===== config.mk =====
export PLATFORM = sky130hd
export DESIGN_NAME = array_write_buffer
export DESIGN_NICKNAME = d
export VERILOG_FILES = /design/src/rtl/array_write_buffer.sv
export SDC_FILE = /design/constraint.sdc
export NUM_CORES = 1
export LEC_CHECK = 0
export ABC_AREA = 1
export CAP_MARGIN = 20
export CORE_MARGIN = 5
export CORE_UTILIZATION = 40
export CTS_BUF_LIST = sky130_fd_sc_hd__clkbuf_4
export DETAILED_ROUTE_END_ITERATION = 7
export PLACE_DENSITY_LB_ADDON = 0.3
export SETUP_SLACK_MARGIN = 0.4
export SYNTH_ARGS = -nofsm -noshare
export SYNTH_HDL_FRONTEND = slang
export SYNTH_SLANG_ARGS = --single-unit

===== constraint.sdc =====
create_clock -name clk -period 2.7 [get_ports clk]
set_input_delay 0.405 -clock clk [delete_from_list [all_inputs] [get_ports clk]]
set_output_delay 0.405 -clock clk [all_outputs]
set_load 0.02 [all_outputs]

===== src/rtl/array_write_buffer.sv =====
// array_write_buffer: posted-write FIFO in front of an array memory, with read forwarding and drain-before-miss ordering
module array_write_buffer #(
    parameter int AN    = 8,
    parameter int DN    = 8,
    parameter int DEPTH = 4
) (
    input  logic          clk,
    input  logic          rst,
    input  logic          up_valid,
    output logic          up_ready,
    input  logic          up_we,
    input  logic [AN-1:0] up_addr,
    input  logic [DN-1:0] up_di,
    output logic [DN-1:0] up_do,
    output logic          up_do_valid,
    output logic          dn_valid,
    input  logic          dn_ready,
    output logic          dn_we,
    output logic [AN-1:0] dn_addr,
    output logic [DN-1:0] dn_di,
    input  logic [DN-1:0] dn_do
);
    localparam int PW = $clog2(DEPTH);
    localparam int CW = PW + 1;

    typedef enum logic [1:0] {IDLE, DRAIN, RD_REQ, RD_RESP} state_t;

    state_t        state_q, state_d;
    logic [PW-1:0] wr_ptr_q, wr_ptr_d, rd_ptr_q, rd_ptr_d;
    logic [CW-1:0] count_q, count_d;
    logic [AN-1:0] raddr_q, raddr_d;
    logic [DN-1:0] up_do_q, up_do_d;
    logic          up_do_valid_q, up_do_valid_d;
    logic [AN-1:0] addr_mem_q [DEPTH];
    logic [DN-1:0] data_mem_q [DEPTH];
    logic          push, pop, rd_acc, hit;
    logic [DN-1:0] hit_data;

    assign up_ready    = !rst && state_q == IDLE && count_q < CW'(DEPTH);
    assign up_do       = up_do_q;
    assign up_do_valid = up_do_valid_q;
    assign dn_valid    = ((state_q == IDLE || state_q == DRAIN) && count_q != '0) || state_q == RD_REQ;
    assign dn_we       = state_q != RD_REQ;
    assign dn_addr     = state_q == RD_REQ ? raddr_q : addr_mem_q[rd_ptr_q];
    assign dn_di       = data_mem_q[rd_ptr_q];
    assign push        = up_valid && up_ready && up_we;
    assign rd_acc      = up_valid && up_ready && !up_we;
    assign pop         = dn_valid && dn_ready && dn_we;

    // Scan head to tail so the last match (newest write) wins.
    always_comb begin
        hit      = 1'b0;
        hit_data = '0;
        for (int i = 0; i < DEPTH; i++) begin
            if (CW'(i) < count_q && addr_mem_q[rd_ptr_q + PW'(i)] == up_addr) begin
                hit      = 1'b1;
                hit_data = data_mem_q[rd_ptr_q + PW'(i)];
            end
        end
    end

    always_comb begin
        wr_ptr_d      = wr_ptr_q + PW'(push);
        rd_ptr_d      = rd_ptr_q + PW'(pop);
        count_d       = count_q + CW'(push) - CW'(pop);
        state_d       = state_q;
        raddr_d       = raddr_q;
        up_do_d       = up_do_q;
        up_do_valid_d = 1'b0;
        case (state_q)
            IDLE: begin
                if (rd_acc && hit) begin
                    up_do_d       = hit_data;
                    up_do_valid_d = 1'b1;
                end else if (rd_acc) begin
                    raddr_d = up_addr;
                    state_d = count_q == '0 ? RD_REQ : DRAIN;
                end
            end
            DRAIN:   state_d = count_d == '0 ? RD_REQ : DRAIN;
            RD_REQ:  state_d = dn_ready ? RD_RESP : RD_REQ;
            default: begin
                up_do_d       = dn_do;
                up_do_valid_d = 1'b1;
                state_d       = IDLE;
            end
        endcase
    end

    always_ff @(posedge clk) begin
        if (rst) begin
            state_q       <= IDLE;
            wr_ptr_q      <= '0;
            rd_ptr_q      <= '0;
            count_q       <= '0;
            raddr_q       <= '0;
            up_do_q       <= '0;
            up_do_valid_q <= 1'b0;
        end else begin
            state_q       <= state_d;
            wr_ptr_q      <= wr_ptr_d;
            rd_ptr_q      <= rd_ptr_d;
            count_q       <= count_d;
            raddr_q       <= raddr_d;
            up_do_q       <= up_do_d;
            up_do_valid_q <= up_do_valid_d;
        end
    end

    always_ff @(posedge clk) begin
        if (push) begin
            addr_mem_q[wr_ptr_q] <= up_addr;
            data_mem_q[wr_ptr_q] <= up_di;
        end
    end
endmodule


## Word-level counts from Yosys, hierarchy flattened

Memory sizes are Yosys's and may differ from the RTL's. A register that Yosys moved wholly into a read port is not among the register bits.
Cells that the tools add are included.

| word-level totals | value |
|---|---|
| word-level logic and storage cells | 81 |
| ROM bits | 0 |
| register bits after elaboration | 26 |
| output and inout bits | 28 |
| memory bits (writable) | 64 |
| memories kept | 2 |
| bits in latches | 0 |

Memory list:

| memory | words | width | rd ports | clocked after Yosys merged registers in | write ports | line | RTL |
|---|---|---|---|---|---|---|---|
| addr_mem_q | 4 | 8 | 4 | 1 | 1 | 34 | `logic [AN-1:0] addr_mem_q [DEPTH];` |
| data_mem_q | 4 | 8 | 4 | 1 | 1 | 35 | `logic [DN-1:0] data_mem_q [DEPTH];` |

| cells by class | value |
|---|---|
| reductions and logical operators | 25 |
| mux-type cells | 23 |
| eq/ne operators | 10 |
| shift-type cells | 0 |
| order comparisons | 5 |
| divide/modulo/power cells | 0 |
| add/subtract/negate cells | 7 |
| $mul | 0 |
| bitwise logic cells | 2 |

Operator list:

| cell | number |
|---|---|
| $mux W8 | 6 |
| $eq A8 B8 Y1 | 4 |
| $pmux W8 S2 | 1 |
| $logic_and A1 B1 Y1 | 13 |
| $mux W2 | 6 |
| $mux W1 | 8 |
| $logic_not A3 Y1 | 2 |
| $lt A1 B3 Y1 const A | 2 |
| $lt A2 B3 Y1 const A | 2 |
| $ne A2 B2 Y1 const B | 3 |
| $pmux W2 S3 | 1 |
| $add A2 B1 Y2 | 2 |
| $add A2 B2 Y2 const B | 2 |
| $reduce_and A2 Y1 | 2 |
| $add A3 B1 Y3 | 1 |
| $lt A3 B3 Y1 const B | 1 |
| $reduce_and A3 Y1 | 1 |
| $reduce_bool A3 Y1 | 1 |
| $sub A3 B1 Y3 | 1 |
| $add A2 B1 Y2 const B | 1 |
| $eq A2 B1 Y1 const B | 1 |
| $eq A2 B2 Y1 const B | 1 |
| $logic_not A1 Y1 | 2 |
| $logic_not A2 Y1 | 1 |
| other kinds (5) | 7 |

## Depth between registers and ports, before layout

Gate-level depths: netlist of run 1.

| depth | value |
|---|---|
| word-level depth | 10 |
| gate-level depth with buffers | 20 |

## Worst setup path before layout of run 1

OpenSTA, ideal clock, no wires.

| path | value |
|---|---|
| kind | register to register |
| start point | register state_q[1] |
| end point | memory addr_mem_q[0][0], enable pin |
| data required time | 2,291 ps |
| stages on the path, launching flop included | 7 |
| path slack | -530 ps |
| arrival time | 2,820 ps |
| path through | dfxtp_1 -> inv_1 -> ha_1 -> inv_1 -> nor3_1 -> nand3_1 -> nor3_1 |

| on the way | value |
|---|---|
| cells in the longest elaborated chain, start to end | 7 |

RTL lines:

| what | line | RTL |
|---|---|---|
| from (decl) | 28 | `state_t state_q, state_d;` |
| from (signal assigned) | 100 | `state_q <= state_d;` |
| $logic_not A2 Y1 | 39 | `assign up_ready = !rst && state_q == IDLE && count_q < CW'(DEPTH);` |
| $logic_and A1 B1 Y1 (2 in series) | 39 |  |
| via up_ready | 10 | `output logic up_ready,` |
| $logic_and A1 B1 Y1 (2 in series) | 46 | `assign push = up_valid && up_ready && up_we;` |
| $mux W1 | 111 | `if (push) begin` |
| $mux W1 (implied by the code) | 112 | `addr_mem_q[wr_ptr_q] <= up_addr;` |
| to (decl) | 34 |  |

The timed path passes the listed nets, and every way through them passes these cells.

## Final worst setup path of run 1

| path | value |
|---|---|
| start point | register state_q[0] |
| end point | register state_q[1] |

| on the way | value |
|---|---|
| cells in the longest elaborated chain, start to end | 10 |
| elaborated cells on any way between the ends | 23 |
| those cells by class | add/sub: 2; eq/ne: 5; mux: 2; reduce/logical: 14 |

RTL lines:

| what | line | RTL |
|---|---|---|
| $logic_not A2 Y1 / $eq A2 B1 Y1 (equally long branches) | 39, 42, 70 |  |
| $logic_and A1 B1 Y1 / $logic_or A1 B1 Y1 (equally long branches) | 39, 42 |  |
| $logic_and A1 B1 Y1 (on tied branches) | 39, 42 |  |
| $logic_and A1 B1 Y1 / $logic_or A1 B1 Y1 (equally long branches) | 46, 47, 42 |  |
| $logic_and A1 B1 Y1 (on tied branches) | 46, 48 |  |
| $add A3 B1 Y3 / $logic_and A1 B1 Y1 (equally long branches) | 65, 48 |  |
| $sub A3 B1 Y3 | 65 | `count_d = count_q + CW'(push) - CW'(pop);` |
| $logic_not A3 Y1 | 80 | `DRAIN: state_d = count_d == '0 ? RD_REQ : DRAIN;` |
| $mux W2 | 80 |  |
| $pmux W2 S3 | 70 | `case (state_q)` |

Several ways; a longest one is shown, not always the timed one.
A chain may end at the register's enable or synchronous reset.

==> impl.org, run 1 <==
** Finish
- Relative to the synthesized area, the layout overhead comes to 29.3%.
- The finished layout holds between 1000 and 1500 standard cells, fillers aside.
- The library cells used most frequently in the layout, excluding fill and tap cells, are nand2_1 (277), inv_1 (79), nand3_1 (77), edfxtp_1 (64), o21ai_0 (55).
- Design area :: about 8000 sq um
- Layout cell share with drive strength beyond 1 :: about 22%
- The net count of the finished layout is just under 1000.
- The library cell used most frequently in the layout, excluding fill and tap cells, is nand2_1.

** Yosys
- Register bit total from synthesis :: 90
- Adder-cell share of the synthesized area :: approximately 2%
- Sequential share of the synthesized area :: 40.6%
- Number of warnings reported in the yosys synthesis log :: 0
- Of the total synthesized cell area, the portion taken by AND, OR, NAND and NOR gates is 33.6%.
- Yosys mapped the design onto 37 distinct sky130hd cell types.
- Each instance of the synthesized netlist takes up on average between 7 and 8 sq um.
- Synthesized-area fraction occupied by xor and xnor cells :: less than 1%
- By area, the combinational part of the netlist is dominated by simple AND/OR/NAND/NOR gates.
- Counting every net in the synthesized netlist gives 873.
- After technology mapping, the gate count stands at about 840.
- The synthesized netlist devotes around a tenth of its cell area to compound gates.
- Multiplexer area fraction after synthesis :: 2.66%
- The mapped netlist covers roughly 6000 sq um.

** Power and ir drop
- Cell internal power was estimated by the tool at between 3000 and 4000 uW.
- Power spread over the standard cell area amounts to 920 nW/um^2.
- In this run, flip-flops and latches consume 24.2% of the power.
- Net switching power figure :: around 3400 uW
- The analysis attributes to cell leakage a power of roughly 0.0034 uW.
- VDD IR-drop max :: 670 uV
- Fraction of power consumed by combinational cells :: about two thirds
- Share of total power consumed by net switching :: a little under half
- In this run, the clock network consumes a little under a tenth of the power.

** Critical path
- The most numerous cell type found on the critical path is a21oi_1.
- STA classifies the critical path endpoint as a flop.
- The worst setup path is of the flop to flop kind.
- For this run, the slowest stage of the critical path takes between 300 and 400 ps.
- Startpoint type of the worst setup path :: flop
- Required time worst endpoint :: 3080 ps
- On the critical path, the stage with the largest delay is an instance of dfxtp_2.
- CP cell instances :: inv_4 > ha_4 > inv_8 > nor3_4 > nand3_4 > nand4_1 > nand2_1 > ha_2 > fa_2 > xnor2_2 > nor3_2 > a21oi_1 > a21oi_1 > a21oi_1 > nor2_1
- Of all nets on the critical path, the largest fanout is 4.
- Crit path DAT :: 2770 ps

** Die
- In this run the core area contains 44 standard-cell rows.
- Placeable core region :: about 15000 sq um
- Die Area :: ~18000 sq um
- Once the floorplan was initialized, standard cells occupied between 40% and 50% of the core.
- Vert. Die Dim :: between 100 and 150 microns
- Die width :: roughly 130 microns
- 57 I/O pins were placed.

** STA
- Final Hold Fails :: 0
- Setup violations remaining at the end of the flow were counted as 0.
- For the final database, setup skew stands at 22.1 ps.
- Setup repair after global routing could not meet its margin everywhere.
- Maximum achievable frequency :: approximately 420 MHz
- Worst Hold Margin :: around 460 ps
- At the pin with the least slew margin, the transition time is about 640 ps.
- Period minus WS final :: around 2400 ps
- Slew Limit Fails :: 0
- The worst pin sits at a relative slew slack of ~57%.
- Of the available clock period, the critical path in the final layout requires between 80% and 90%.

** Placed design
- Detailed placement finished with a half-perimeter wire length of 11500 microns.
- RePlAce Congestion :: 0.904
- The placed instances occupy a cell area of about 7000 sq um.
- Cell total after placement :: roughly 1100
- Count of buffers inserted at the top-level ports :: between 50 and 60

** Global routing
- Across every metal layer, demand over resource in global routing totals between 10% and 20%.
- The initial antenna violation count came to 1.
- The first global-routing pass estimated about 27000 microns of wire.
- Summed over all layers, the global routing overflow is 0.
- Number of global-route vias before repair :: between 5000 and 6000
- Largest net degree at the start of global routing :: 25

** CTS
- For this design, the CTS-stage hold fixing added 0 buffers.
- Counting the buffers created by CTS gives 9.
- Clock-pin slew was measured on the worst setup and hold paths at between 100 and 150 ps.
- The clock tree synthesis step divided the H-tree into 3 levels.
- In this run the deepest clock path goes through 2 buffers.
- Number of sinks driven by the clock tree :: 90
- The tree is rooted in a clkbuf_4.
- For the worst-skew pair, the clock arrives at the later sink with an insertion delay of roughly 450 ps.
- TritonCTS clock tree :: yes

** Route
- In the routed layout, each cell is associated on average with a via count of 5.18.
- Routed wire length :: about 18000 microns
- Remaining routing DRC violations :: 0
- For this block, the initial DRC count from the detailed router was between 400 and 500.
- Number of nets with antenna violations after detailed routing :: 0
- The routed layout has just under 6000 vias.
- Number of optimization iterations in the first detailed-route pass :: 5
- Per-cell routed wire length :: 15.5 microns

** Flow run
- Max capacitance violation total :: 0

** Hold path
- Hold/Removal Path Class :: flop to flop

** Status
- Result of the run :: complete, no violations
==> power by group through the flow <==
stage	combinational [uW]	sequential [uW]	clock, uW
floorplan	2730	1780	0
global route	5190	1750	759
global placement	3800	1750	0
detailed placement	3830	1750	0
finish	4740	1740	677
CTS	4270	1730	694
==> logic make-up after synthesis <==
kind of cell	count (synthesis)
compound gates	118
buf+inv	127
flops	90
xor+xnor	6
simple gates	469
mux	16
fa+ha+maj	9
==> cell usage after synthesis (all sizes together) <==
| cell | number | area share (%) |
|---|---|---|
| dfxtp | 26 | 8.6 |
| o211ai | 11 | 1.5 |
| nor3 | 7 | 0.58 |
| xnor2 | 2 | 0.29 |
| buf | 27 | 3.4 |
| o21ai | 78 | 6.6 |
| a21oi | 28 | 2.3 |
| nand3 | 92 | 7.9 |
| o21a | 1 | 0.12 |
| edfxtp | 64 | 32 |
| clkinv | 1 | 0.062 |
| or2 | 1 | 0.10 |
| mux2i | 16 | 2.7 |
| clkbuf | 10 | 0.62 |
| fa | 1 | 0.33 |
| nand4 | 10 | 1.0 |
| xor2 | 4 | 0.58 |
| inv | 89 | 5.7 |
| ha | 8 | 1.7 |
| nor2 | 46 | 3.9 |
| nand2 | 313 | 20 |
==> metrics by stage <==
stage	setup slack, ps	power [uW]	TNS (ps)	util, %
after floorplan	88.6	4510	0	-
after global placement	13.5	5550	0	47.7
after detailed placement	-20.7	5580	-34.6	47.7
after CTS	318	6690	0	50.7
after global routing	80.8	7700	0	53.1
final	305	7160	0	53.1
==> sequential cells by signal, summed over array words and instances (netlist names) <==
register / flops
addr_mem_q: 32
count_q: 3
data_mem_q: 32
raddr_q: 8
rd_ptr_q: 2
state_q: 2
up_do: 8
up_do_valid: 1
wr_ptr_q: 2
==> layout make-up <==
type                    instances  area, sq um
repair inverters                2         17.5
fillers                      1365         6860
diodes                          1         2.50
well taps                     184          230
clock buffers                  10         75.1
inverters                      90          372
multi-input cells             621         3350
clock inverters                 6         41.3
flip-flops and latches         90         2460
repair buffers                127         1230
==> final timing paths <==
path | start | to | slack, ps | cells after the start
min reg2reg | raddr_q[4] | raddr_q[4] | 460 | 2
max reg2reg | state_q[0] | state_q[1] | 310 | 15
max | state_q[0] | state_q[1] | 310 | 15
min | raddr_q[4] | raddr_q[4] | 460 | 2
==> metal layers <==
metal	GRT usage, %	wire [microns]	up-vias
met2	29.5	8270	185
li1	-	-	2962
met4	4.68	205	0
met5	0	0	-
met1	26.9	8050	2698
met3	3.04	1040	15
==> worst max-delay path, delay by kind of cell, from the launching register on <==
kind	cells	cell delay, ps
AO/OA/AOI/OAI	3	320
flip-flops	1	370
XOR/XNOR	1	160
AND/OR/NAND/NOR	6	700
adder cells (fa/ha/maj)	3	680
buffers and inverters	2	100
==> what timing repair did <==
action,in CTS,in global routing
pin swaps,12,24
setup buffers,17,7
setup endpoints to repair,36,37
gates cloned,7,4
gates resized for setup,91,102
Power figures use the tool's default switching activity.
==> run 2: changes to the inputs <==
--- a/config.mk
+++ b/config.mk
@@ -11,6 +11,7 @@
 export CORE_UTILIZATION = 40
 export CTS_BUF_LIST = sky130_fd_sc_hd__clkbuf_4
 export DETAILED_ROUTE_END_ITERATION = 7
+export DONT_BUFFER_PORTS = 1
 export PLACE_DENSITY_LB_ADDON = 0.3
 export SETUP_SLACK_MARGIN = 0.4
 export SYNTH_ARGS = -nofsm -noshare
==> impl.org, run 2 (synthesis results as in run 1) <==
** Status
- Result of the run :: complete, but fails checks
- Violations in the final reports :: negative hold slack

** STA
- On the final layout, the worst clock skew is about 13 ps.
- Slew Limit Fails :: 0
- Setup repair after global routing could not meet its margin everywhere.
- Final Hold Fails :: 2
- Final worst path period share :: around 92%
- Slew @ Worst Pin :: about 700 ps
- The worst path needs between 2000 and 2500 ps of the cycle, external delays included.
- Post-Route Setup TNS :: 0 ps
- Timing would allow up to 402 MHz.
- Finish-stage setup viols :: 0
- Normalized max-slew margin :: a little over half
- Across all hold checks on the routed design, the worst slack comes to -11.0 ps.

** Placed design
- Placed instance area :: 6450 sq um
- Detailed placement ended at an HPWL of roughly 11000 microns.
- RePlAce Congestion :: 0.853
- Count of buffers inserted at the top-level ports :: 0

** Finish
- Filler cells :: 1336
- The repair_antennas step left the layout with diodes totalling 0.
- The library cells used most frequently in the layout, excluding fill and tap cells, are nand2_1 (284), nand3_1 (79), inv_1 (79), buf_4 (65), edfxtp_1 (64).
- Largest registers in the final layout :: addr_mem_q: 32 flops, data_mem_q: 32 flops
- Summing all non-filler instances in the final layout gives an area of between 7000 and 8000 sq um.
- Layout cell share with drive strength beyond 1 :: between 20% and 30%
- The net count of the finished layout is between 900 and 1000.
- Most common cell after layout, fill and taps aside :: nand2_1
- Synthesis-to-finish area growth :: 29.5%

** Route
- Number of optimization iterations in the first detailed-route pass :: 5
- Per-cell routed wire length :: 16.2 microns
- For this block, the routed nets add up to ~18000 microns of wire.
- The detailed router finished its first iteration with 469 violations.
- In the routed design, unresolved DRC markers number 0.
- Number of nets with antenna violations after detailed routing :: 0
- Via count :: ~5800
- After detailed routing, the number of vias per cell comes to 5.19.

** CTS
- Worst skew pair latency :: about 470 ps
- After clock tree synthesis, the clock-pin slew on the worst setup and hold paths is 140 ps.
- H-tree levels :: 3
- Counting the buffers created by CTS gives 9.
- Clk buf depth :: 2
- The clock net in this run drives a total of 90 sinks.
- TritonCTS built the clock tree.
- Buffer cell driving the clock tree root :: clkbuf_4

** Critical path
- Buffers plus inverters on the worst setup path :: 5
- CP peak stage delay :: 390 ps
- The slowest stage of the critical path is the dfxtp_2 cell.
- The worst setup path is captured at a flop.
- The worst setup path is launched from a flop.
- Class of the most critical setup path :: flop to flop
- Crit-path leading delay family :: adder cells
- Crit path max fanout :: 3
- Required time worst endpoint :: between 3000 and 4000 ps
- Across all register-to-register paths, the minimum setup slack is ~210 ps.
- Crit path DAT :: 2860 ps
- Traced cell by cell, the critical path runs through inv_4 > buf_4 > ha_1 > inv_2 > nand4_1 > buf_4 > buf_4 > fa_2 > xnor2_2 > nor3_4 > a21oi_2 > a21oi_2 > a21oi_2 > nor2_1.

** Power and ir drop
- In this run, the clock network consumes 10.6% of the power.
- Fraction of power consumed by combinational cells :: 65.0%
- Power per cell area :: about 950 nW/um^2
- Internal Dissipation :: roughly 4000 uW
- Net switching power figure :: 3480 uW
- Summed over all cells, the static leakage comes to about 0.0034 uW.
- Of the total power, the share spent switching nets is a little under half.
- The share of total power dissipated in sequential elements is approximately 25%.
- VDD IR-drop max :: approximately 860 uV

** Global routing
- The initial antenna violation count was 0.
- Overflow left after global routing :: 0
- Across every metal layer, demand over resource in global routing totals about a fifth.
- Largest net degree at the start of global routing :: 25
- The first global-routing pass estimated around 27000 microns of wire.
- The number of global-route vias before repair is about 5200.

** Die
- Initial core utilization :: between 40 and 50%
- Placement Rows :: between 40 and 50
- The die covers about 18000 sq um.
- Vert. Die Dim :: ~130 microns
- Placeable core region :: 14600 sq um
- 57 I/O pins were placed.
- Die width :: roughly 130 microns

** Flow run
- Max capacitance violation total :: 0

** Hold path
- Hold/Removal Path Class :: input port to flop
==> run 2: per-layer routing <==
layer / up-vias / routed length [microns] / global-route usage [%]
li1: 2930 / - / -
met1: 2677 / 8150 / 25.9
met2: 174 / 8540 / 31.4
met3: 26 / 1110 / 4.21
met4: 0 / 280 / 4.39
met5: - / 0 / 0
==> run 2: final timing paths <==
check        startpoint    endpoint  depth (start not counted)
min                 rst  count_q[2]                          1
min reg2reg  raddr_q[7]  raddr_q[7]                          2
max reg2reg  state_q[0]  state_q[1]                         14
max          state_q[0]  state_q[1]                         14
==> run 2: power by group through the flow <==
stage | Clock, uW | Combinational [uW] | Sequential [uW]
CTS | 803 | 4140 | 1810
floorplan | 0 | 2730 | 1780
global route | 865 | 5270 | 1840
detailed placement | 0 | 3500 | 1820
global placement | 0 | 3470 | 1820
finish | 784 | 4830 | 1820
==> run 2: area by class of cell <==
| cell class | count | area [sq um] | area share, % |
|---|---|---|---|
| clock buffers | 9 | 67.6 | 0.867 |
| clock inverters | 7 | 77.6 | 0.995 |
| inverters | 90 | 363 | 4.65 |
| multi-input cells | 619 | 3370 | 43.3 |
| flip-flops and latches | 90 | 2460 | 31.6 |
| well taps | 184 | 230 | 2.95 |
| repair buffers | 119 | 1220 | 15.7 |
==> run 2: stage by stage <==
stage               total power, uW  setup WS (ps)  util [%]  instances
finish                         7440            211      53.2       1118
global route                   7970           57.5      53.2       1118
floorplan                      4510           88.6         -        835
CTS                            6750            338      49.0       1083
detailed placement             5320            114      44.1       1029
global placement               5290            140      44.1       1029
==> run 2: what timing repair did <==
item / 4_1_cts / 5_1_grt
cloned: 4 / 4
hold buffers: 12 / 13
setup buffers: 22 / 18
setup endpoints to repair: 27 / 35
hold endpoints to repair: 30 / 36
pin swaps: 27 / 44
resized for setup: 52 / 101
==> run 3: changes to the inputs <==
--- a/config.mk
+++ b/config.mk
@@ -6,12 +6,12 @@
 export NUM_CORES = 1
 export LEC_CHECK = 0
 export ABC_AREA = 1
-export CAP_MARGIN = 20
 export CORE_MARGIN = 5
 export CORE_UTILIZATION = 40
 export CTS_BUF_LIST = sky130_fd_sc_hd__clkbuf_4
 export DETAILED_ROUTE_END_ITERATION = 7
 export DONT_BUFFER_PORTS = 1
+export GPL_TIMING_DRIVEN = 0
 export PLACE_DENSITY_LB_ADDON = 0.3
 export SETUP_SLACK_MARGIN = 0.4
 export SYNTH_ARGS = -nofsm -noshare
==> impl.org, run 3 (synthesis results as in run 1) <==
** Power and ir drop
- Power per cell area :: 945 nW/um^2
- Share of total power consumed by net switching :: 48.8%
- Net switching power figure :: 3540 uW
- Fraction of power consumed by combinational cells :: between 60% and 70%
- For this design the static power due to leakage is between 0.003 and 0.004 uW.
- Power comes to between 7000 and 8000 uW.
- Part of the power in the clock network :: between 10% and 20%
- VDD IR-drop max :: slightly above 700 uV
- Cell internal power was estimated by the tool at 3710 uW.
- Fraction of power consumed by sequential logic :: between 20% and 30%

** Route
- In the routed design, unresolved DRC markers number 0.
- Number of nets with antenna violations after detailed routing :: 0
- Mean number of vias per cell :: 5.49
- Number of optimization iterations in the first detailed-route pass :: 6
- Routed wire length :: around 19000 microns
- Dividing the detail-routed wire length by the instance count gives ~18 microns.
- The detailed router placed 5936 vias in this run.
- After the first detailed-routing iteration, the DRC count stood at about 480.

** STA
- Final Hold Fails :: 0
- At the pin with the least slew margin, the transition time is roughly 570 ps.
- Finish-stage setup viols :: 0
- Setup repair after global routing could not meet its margin everywhere.
- Slew Limit Fails :: 0
- Normalized max-slew margin :: around three fifths
- Across the routed clock network, the largest skew measured is 12.4 ps.
- In the finished design, the share of the clock period the worst path needs comes to 95.3%.
- Period minus WS final :: about 2600 ps
- Timing would allow up to between 300 and 400 MHz.

** Global routing
- Number of global-route vias before repair :: between 5000 and 6000
- Entering global routing, the biggest net connects 16 pins.
- For this run the aggregate overflow at the end of global routing stands at 0.
- Overall Global Routing Usage :: 20.7%
- The first global-routing pass estimated around 29000 microns of wire.
- The initial antenna violation count is 0.

** Die
- Die width :: around 130 microns
- Placement Rows :: 44
- The die is about 130 microns tall.
- Ports :: 57
- The die covers approximately 18000 sq um.
- Initial core utilization :: approximately two fifths
- Placeable core region :: between 10000 and 15000 sq um

** CTS
- TritonCTS built the clock tree.
- Worst skew pair latency :: about 490 ps
- Buffer cell driving the clock tree root :: clkbuf_4
- Counting the buffers created by CTS gives 9.
- Number of sinks driven by the clock tree :: 90
- H-tree levels :: 3
- Clk buf depth :: 2
- CTS clk-pin slew, worst paths :: between 100 and 150 ps

** Finish
- Compared with the post-synthesis result, the final layout area differs by 27.4%.
- In the final design database the tool counted between 900 and 1000 nets.
- After the flow finishes, the layout carries non-filler instances totaling 1081.
- Number of antenna cells inserted :: 0
- Largest registers in the final layout :: addr_mem_q: 32 flops, data_mem_q: 32 flops
- Layout cell share with drive strength beyond 1 :: between 20% and 30%
- The library cell used most frequently in the layout, excluding fill and tap cells, is nand2_1.
- Filler cells :: roughly 1400
- Commonest cells after routing, fill and taps aside :: nand2_1 (265), inv_1 (79), nand3_1 (73), edfxtp_1 (64), nand2_2 (41)
- Design area :: 7670 sq um

** Placed design
- Including well taps, the total number of placed cells is 1023.
- At the end of routability-driven placement, the weighted congestion stood at ~0.95.
- Detailed-placement wirelength estimate :: roughly 13000 microns
- Summing all placed instances gives a cell area of between 6000 and 7000 sq um.
- The count of buffers added on input and output ports is 0.

** Critical path
- Crit path max fanout :: 3
- Among cell families on the critical path, the largest total delay comes from simple AND/OR/NAND/NOR gates.
- STA puts the critical path data required time at 3130 ps.
- Startpoint type of the worst setup path :: flop
- The worst setup path is of the flop to flop kind.
- CP max-delay cell :: dfxtp_2
- Among the stages of the critical path, the cell type that occurs most often is a21oi_1.
- The critical path goes through inv_4 > ha_4 > inv_4 > nor3_4 > nand3_4 > nand4_1 > nand2_1 > ha_2 > fa_2 > xnor2_2 > nor3_2 > a21oi_1 > a21oi_1 > a21oi_1 > nor2_1.
- The worst setup path is captured at a flop.
- Crit path DAT :: approximately 3000 ps
- CP peak stage delay :: 370 ps
- Buffers plus inverters on the worst setup path :: 2

** Flow run
- Max capacitance violation total :: 0

** Hold path
- The min-delay analysis places its worst path in the category input port to flop.

** Status
- The flow ran to the end, and the final reports show no timing, DRC or antenna violations.
[run 3: cell count changes in the layout (fill, tap and decap cells not counted), sizes merged]
cell,previous run,this run
bufinv,1,2
dlygate4sd3,25,16
clkinvlp,1,2
clkinv,6,3
clkbuf,11,21
buf,92,55
[run 3: per-stage QoR]
step | setup slack (ps) | utilization, % | hold slack, ps | TNS (ps)
3_5_place_dp | -390 | 44.0 | 438 | -2250
4_1_cts | 35.6 | 48.3 | 83.1 | 0
5_1_grt | -82.8 | 52.4 | 94.2 | -124
6_report | 128 | 52.4 | 91.4 | 0
3_3_place_gp | -366 | 43.2 | 435 | -22580
2_1_floorplan | 88.6 | - | 424 | 0
[run 3: repair_timing]
item                                    CTS  global route
hold buffers                             16             0
endpoints found under the hold margin    64             0
gates cloned                              1             4
setup buffers                            13             8
endpoints found under the setup margin   46            57
pin swaps                                17            54
resized for setup                        77           138
[run 3: worst reg2reg max path, stage by stage, from the launching register on]
cell     delay (ps)
dfxtp_2         370
inv_4            70
ha_4            150
inv_4            40
nor3_4          300
nand3_4         120
nand4_1         170
nand2_1          80
ha_2            180
fa_2            350
xnor2_2         150
nor3_2          180
a21oi_1         100
a21oi_1         140
a21oi_1          60
nor2_1           90
[run 3: layer usage]
| layer | GRT usage, % | wire length (microns) | vias up |
|---|---|---|---|
| li1 | - | - | 2863 |
| met1 | 27.6 | 8090 | 2774 |
| met2 | 33.5 | 8860 | 256 |
| met3 | 4.25 | 1530 | 43 |
| met4 | 7.68 | 486 | 0 |
| met5 | 0 | 0 | - |
[run 3: power by group through the flow]
stage | Combinational [uW] | Sequential, uW | Clock [uW]
after floorplan | 2730 | 1780 | 0
after global placement | 3450 | 1810 | 0
after detailed placement | 3490 | 1810 | 0
after CTS | 3860 | 1790 | 895
after global routing | 4960 | 1810 | 951
final | 4570 | 1790 | 886
[run 3: area by class of cell]
cell class	instances	area [sq um]	share of cell area (%)
Clock buffer	10	75.1	0.979
Multi-Input combinational cell	619	3540	46.2
Clock inverter	6	90.1	1.17
Sequential cell	90	2450	31.9
Inverter	90	368	4.80
Timing Repair Buffer	45	524	6.84
Tap cell	184	230	3.00
Buffer	37	392	5.11
[run 3: path summary, 6_finish.rpt]
| kind | start | to | slack (ps) | cells past startpoint |
|---|---|---|---|---|
| max | state_q[1] | state_q[1] | 130 | 15 |
| min reg2reg | raddr_q[2] | raddr_q[2] | 460 | 2 |
| max reg2reg | state_q[1] | state_q[1] | 130 | 15 |
| min | up_addr[7] | raddr_q[7] | 90 | 2 |
